--- config.mk ---
export PLATFORM = sky130hd
export DESIGN_NAME = tape_ram_scheduler
export DESIGN_NICKNAME = d
export VERILOG_FILES = /design/src/rtl/tape_ram_scheduler.sv
export SDC_FILE = /design/constraint.sdc
export NUM_CORES = 1
export LEC_CHECK = 0
export ABC_AREA = 1
export CAP_MARGIN = 40
export CORE_ASPECT_RATIO = 1.25
export CORE_MARGIN = 5
export CORE_UTILIZATION = 40
export DETAILED_ROUTE_END_ITERATION = 7
export PLACE_DENSITY = 0.59
export RECOVER_POWER = 25
export SLEW_MARGIN = 20
export SYNTH_ARGS = -nofsm -noshare
export SYNTH_HDL_FRONTEND = slang
export SYNTH_SLANG_ARGS = --single-unit
--- constraint.sdc ---
create_clock -name clk -period 6.04 [get_ports clk]
set_input_delay 0.906 -clock clk [delete_from_list [all_inputs] [get_ports clk]]
set_output_delay 0.906 -clock clk [all_outputs]
set_load 0.05 [all_outputs]
--- src/rtl/tape_ram_scheduler.sv ---
// Tape-load RAM scheduler: buffers loader writes in a small FIFO, drains them
// into free RAM slots, holds the CPU during a load and issues done/autorun.
module tape_ram_scheduler #(
    parameter int unsigned FIFO_DEPTH    = 4,
    parameter int unsigned SETTLE_CYCLES = 16
) (
    input  logic        clk,
    input  logic        reset_n,
    input  logic        ioctl_download,
    input  logic        tape_wr,
    input  logic [15:0] tape_addr,
    input  logic [7:0]  tape_dout,
    input  logic        tape_complete,
    input  logic        autostart,
    input  logic        slot_free,
    input  logic        cpu_ram_we,
    input  logic [15:0] cpu_ram_addr,
    input  logic [7:0]  cpu_ram_din,
    output logic        ram_we,
    output logic [15:0] ram_addr,
    output logic [7:0]  ram_din,
    output logic        cpu_hold,
    output logic        load_done,
    output logic        autorun_req,
    output logic        load_abort,
    output logic        fifo_overflow
);

    localparam int unsigned PTR_W   = $clog2(FIFO_DEPTH);
    localparam int unsigned CNT_W   = PTR_W + 1;
    localparam int unsigned ENTRY_W = 24;
    localparam int unsigned SET_W   = (SETTLE_CYCLES > 1) ? $clog2(SETTLE_CYCLES) : 1;

    typedef enum logic [2:0] {
        S_IDLE,
        S_LOADING,
        S_DRAIN,
        S_SETTLE,
        S_RELEASE
    } state_t;

    state_t                 state;
    logic                   dl_q;
    logic                   tc_q;
    logic [ENTRY_W-1:0]     mem [FIFO_DEPTH];
    logic [PTR_W-1:0]       wr_ptr;
    logic [PTR_W-1:0]       rd_ptr;
    logic [CNT_W-1:0]       count;
    logic                   have_last;
    logic [15:0]            last_addr;
    logic                   ok_q;
    logic                   auto_q;
    logic [SET_W-1:0]       settle_cnt;

    logic                   dl_rise;
    logic                   dl_fall;
    logic                   tc_rise;
    logic                   fifo_full;
    logic                   fifo_empty;
    logic                   pop;
    logic                   capture;
    logic                   push;
    logic                   drop;
    logic                   drain_done;
    logic [ENTRY_W-1:0]     head;

    // Edge detection, capture qualification and FIFO handshakes
    assign dl_rise    = ioctl_download & ~dl_q;
    assign dl_fall    = ~ioctl_download & dl_q;
    assign tc_rise    = tape_complete & ~tc_q;
    assign fifo_full  = (count == CNT_W'(FIFO_DEPTH));
    assign fifo_empty = (count == '0);
    assign pop        = slot_free & ~fifo_empty;
    assign capture    = (state == S_LOADING) & tape_wr &
                        (~have_last | (tape_addr != last_addr));
    assign push       = capture & (~fifo_full | pop);
    assign drop       = capture & fifo_full & ~pop;
    // FIFO is empty after this cycle (no pushes happen outside LOADING)
    assign drain_done = fifo_empty | ((count == CNT_W'(1)) & pop);
    assign head       = mem[rd_ptr];

    // RAM port mux: a FIFO pop owns the port, otherwise the CPU passes through
    assign ram_we   = pop ? 1'b1         : cpu_ram_we;
    assign ram_addr = pop ? head[23:8]   : cpu_ram_addr;
    assign ram_din  = pop ? head[7:0]    : cpu_ram_din;

    // Registered copies of the level inputs for edge detection
    always_ff @(posedge clk or negedge reset_n) begin
        if (!reset_n) begin
            dl_q <= 1'b0;
            tc_q <= 1'b0;
        end else begin
            dl_q <= ioctl_download;
            tc_q <= tape_complete;
        end
    end

    // FIFO storage (contents need no reset; validity is tracked by count)
    always_ff @(posedge clk) begin
        if (push) begin
            mem[wr_ptr] <= {tape_addr, tape_dout};
        end
    end

    // FIFO pointers and occupancy
    always_ff @(posedge clk or negedge reset_n) begin
        if (!reset_n) begin
            wr_ptr <= '0;
            rd_ptr <= '0;
            count  <= '0;
        end else begin
            if (push) wr_ptr <= wr_ptr + PTR_W'(1);
            if (pop)  rd_ptr <= rd_ptr + PTR_W'(1);
            case ({push, pop})
                2'b10:   count <= count + CNT_W'(1);
                2'b01:   count <= count - CNT_W'(1);
                default: count <= count;
            endcase
        end
    end

    // Load sequencing FSM with registered status outputs
    always_ff @(posedge clk or negedge reset_n) begin
        if (!reset_n) begin
            state         <= S_IDLE;
            cpu_hold      <= 1'b0;
            load_done     <= 1'b0;
            autorun_req   <= 1'b0;
            load_abort    <= 1'b0;
            fifo_overflow <= 1'b0;
            have_last     <= 1'b0;
            last_addr     <= '0;
            ok_q          <= 1'b0;
            auto_q        <= 1'b0;
            settle_cnt    <= '0;
        end else begin
            load_done   <= 1'b0;
            autorun_req <= 1'b0;
            if (drop) begin
                fifo_overflow <= 1'b1;
            end
            if (capture) begin
                have_last <= 1'b1;
                last_addr <= tape_addr;
            end
            case (state)
                S_IDLE: begin
                    cpu_hold <= 1'b0;
                    if (dl_rise) begin
                        state         <= S_LOADING;
                        cpu_hold      <= 1'b1;
                        load_abort    <= 1'b0;
                        fifo_overflow <= 1'b0;
                        have_last     <= 1'b0;
                    end
                end
                S_LOADING: begin
                    // a completion edge wins over a simultaneous download drop
                    if (tc_rise) begin
                        state  <= S_DRAIN;
                        ok_q   <= 1'b1;
                        auto_q <= autostart;
                    end else if (dl_fall) begin
                        state      <= S_DRAIN;
                        ok_q       <= 1'b0;
                        auto_q     <= 1'b0;
                        load_abort <= 1'b1;
                    end
                end
                S_DRAIN: begin
                    if (drain_done) begin
                        state      <= S_SETTLE;
                        settle_cnt <= SET_W'(SETTLE_CYCLES - 1);
                    end
                end
                S_SETTLE: begin
                    if (settle_cnt == '0) begin
                        state       <= S_RELEASE;
                        cpu_hold    <= 1'b0;
                        load_done   <= ok_q;
                        autorun_req <= ok_q & auto_q;
                    end else begin
                        settle_cnt <= settle_cnt - SET_W'(1);
                    end
                end
                S_RELEASE: begin
                    state <= S_IDLE;
                end
                default: begin
                    state <= S_IDLE;
                end
            endcase
        end
    end

endmodule

==> run summary <==
The cell area that synthesis handed to floorplanning was 6070 µm². 0 antenna diodes ended up in the layout. The tools report the number of nets still failing antenna checks after routing as 0. For this run, the leading register cell type out of synthesis is sky130_fd_sc_hd__edfxtp_1. After synthesis, the mean cell area works out to 10.4 µm². In the routed design, unresolved DRC markers number 0. Yosys mapped a number of flops with a built-in enable equal to 96.

The tools report the final-report hold violation count as 0. No sink is reached through more buffers than the 2 on the longest clock path. The number of unique standard cell types used by synthesis was 38; the number of port buffers was 85.

For this run, global-route usage on met2 was measured as 26.6%. Area share of the leading cell type in the synthesized netlist: 47.5%. Area of placed instances: 7130 µm². The tools report the number of antenna violations at the first check in global routing as 0. Worst min-delay path class: reg2reg. The total setup buffers inserted after CTS came out at 0. The most common cell in the synthesized netlist is sky130_fd_sc_hd__nor2_1.

The root buffer selected by CTS was sky130_fd_sc_hd__clkbuf_16. For the worst flop-to-flop path, the logic depth is 8. The worst register-to-register path begins at last_addr[7].

Global-route wire length before repair: 21400 µm. After routing the design area is 7700 µm². Time the final worst path needs with I/O delays and setup: 4.19 ns.

The category of the worst setup path launch point is an input pin. The flow ran to the end, and the final reports show no timing, DRC or antenna violations. In this run the critical register-to-register path is captured at mem[2][10]. The aggregate global-route resource usage is 15.4%. The tools report the worst setup path startpoint as slot_free. The largest total area in the synthesized netlist belongs to sky130_fd_sc_hd__edfxtp_1.

The run gives 8900 µm as the HPWL reported at the end of detailed placement. After global routing the overflow that remains totals 0. Setup violations remaining at the end of the flow were counted as 0. IR analysis of the VDD net gives a maximum drop of 0.000256 V. During I/O placement, the number of pins put on the boundary was 86.

The width of the die was 120 µm. Power spread over the standard cell area amounts to 479 nW/µm². After floorplanning, the core was sized to cover 15000 µm². The count of pins over their slew limit is 0.

Category of the most critical setup path: in2out. Summing over every cut layer, the via total after detailed routing is 4335. The post-route netlist has 10.4% of its cells at a drive strength greater than 1. The per-cell routed wire length works out to 15.3 µm. Worst slew slack as a fraction of its limit: 7.87%.

Number of max-cap violations: 0. The hold buffer count at cts was 0; the leakage power figure was 0.00300 µW. Measured along the y axis, the die boundary spans 148 µm. The tools report the violation count after the first detailed-route iteration as 212.

The global routing met3 resource utilization came out at 4.32%. At the end of the flow, the number of nets in the layout was 737. Synthesis inferred 136 register bits.

Counting flops with an async set or reset pin after synthesis yields a share of 29.4%. The worst-case clock skew was 0.0118 ns. Number of placement rows: 50. Counting instances in the post-synthesis netlist gives the leading cell types as sky130_fd_sc_hd__nor2_1 (142), sky130_fd_sc_hd__edfxtp_1 (96), sky130_fd_sc_hd__nand2_1 (72). The number of nets handed over by synthesis was 648. Sequential cells were found to cover 64.0% of the synthesized design area. Of all nets on the critical path, the largest fanout is 54. Setup repair after global routing left no endpoint under its margin. STA classifies the critical path endpoint as an output port. The run gives 17 as the total clock buffers created by CTS. The average via count per standard cell is 5.01. The fmax was 238 MHz.

Once the clock tree was built, the resizer swapped 0 gates to a different size. The total number of clock tree sinks is 136. The worst-case register-to-register setup slack is 3.61 ns, and the number of synthesis warnings is 0. TritonCTS built the clock tree.

By area the synthesized netlist is led by sky130_fd_sc_hd__edfxtp_1 (48%), sky130_fd_sc_hd__dfrtp_1 (16%), sky130_fd_sc_hd__nor2_1 (8.8%). The clock edge transition at the registers on the reported setup and hold paths is 0.05 ns, and the synthesized instance count is 583. The synthesis-to-layout area growth was 26.8%.

The number of global-route vias before repair is 4277. Entering global routing, the biggest net connects 55 pins. The required time of the critical path is 5.13 ns. The first TritonRoute pass finished after 4 iterations. The share of the clock period used by the worst path was 69.4%.

The tools report the total length of routed wires as 13200 µm. The most used routing layer in global routing is met2. The critical path ends at ram_addr[0]. The die covers 17700 µm².

The clock latency at the later pin of the worst-skew pair was 0.41 ns; the routability congestion estimate was 0.860. The logs give 4 for the level count of the clock H-tree and 3.29 ns for the endpoint arrival time on the critical path. For met1 alone, demand over resource in global routing was 18.3%. The slew of the pin with the lowest slew margin was 1.38 ns. After filler insertion, the fill cell instance count of the layout stands at 1335. Once the floorplan was initialized, standard cells occupied 40.6% of the core.

In the final timing run, aggregate negative setup slack is 0 ns.
[cells in the final DEF (no fill, tap or decap), drive strengths merged]
cell / count
nand4: 2
nand3: 15
dlygate4sd3: 11
nor3: 5
a22oi: 1
nand2: 81
nor2: 147
dfrtp: 40
clkbuf: 19
bufinv: 3
inv: 49
o21a: 1
nand3b: 3
clkinv: 9
xnor2: 6
o2111ai: 1
edfxtp: 96
a21oi: 3
clkinvlp: 4
o21ai: 68
a31oi: 24
xor2: 4
or2: 1
ha: 9
buf: 8
o31ai: 1
clkdlybuf4s50: 73
[layout make-up]
type,count,area (µm²),area share [%]
Sequential cell,136,3880,50.5
Multi-Input combinational cell,372,1880,24.4
Timing Repair Buffer,94,928,12.1
Clock buffer,17,425,5.53
Tap cell,182,228,2.96
Inverter,51,194,2.52
Clock inverter,14,159,2.06
[worst max-delay path: stages]
cell	delay, ns
sky130_fd_sc_hd__clkdlybuf4s50_1	0.45
sky130_fd_sc_hd__nand2_4	0.11
sky130_fd_sc_hd__clkinv_2	0.55
sky130_fd_sc_hd__a31oi_1	0.41
sky130_fd_sc_hd__clkdlybuf4s50_1	0.84
[power by group]
group,switching [µW],internal [µW]
clock,367,640
combinational,959,493
sequential,85.6,1140
[state kept, by name, summed over array words and instances (netlist names)]
signal and cells:
load_done 1, wr_ptr 2, tc_q 1, autorun_req 1
last_addr 16, state 3, dl_q 1, cpu_hold 1
rd_ptr 2, have_last 1, mem 96, ok_q 1
load_abort 1, fifo_overflow 1, auto_q 1, settle_cnt 4
count 3
[layer usage]
metal	share of wire (%)	wire length (µm)
met1	43	5630
met2	50	6670
met3	5.9	784
met4	1.2	165
met5	0	0
[through the flow]
stage                     power (µW)  cells  worst slack, ns  util, %  hold WS [ns]
after global routing            3920    866             1.67     51.5         0.527
after floorplan                 2270    583             2.93        -         0.458
after detailed placement        2710    835             1.80     47.7         0.486
after CTS                       3730    866             1.81     51.6         0.424
final                           3680    866             1.85     51.5         0.502
after global placement          2650    833             1.84     47.4         0.480
[worst min path at each step]
stage                  start  cells after the start       endpoint  slack [ns]
3_3_place_gp   settle_cnt[0]                      1  settle_cnt[0]        0.48
5_1_grt           load_abort                      2     load_abort        0.53
4_1_cts              reset_n                      1       cpu_hold        0.42
2_1_floorplan  settle_cnt[0]                      1  settle_cnt[0]        0.46
6_report          load_abort                      2     load_abort        0.50
3_5_place_dp      load_abort                      2     load_abort        0.49
[cells by family (layout without fill, tap and decap cells)]
family,Yosys count,after routing,synth area share [%]
and+or+nand+nor,254,254,18.2
adders and majority gates,9,9,1.86
AOI/OAI and AO/OA,99,99,9.34
xor gates and xnor gates,10,10,1.44
buffers and inverters,75,176,5.20
DFF,136,136,64.0
Power figures use the tool's default switching activity.
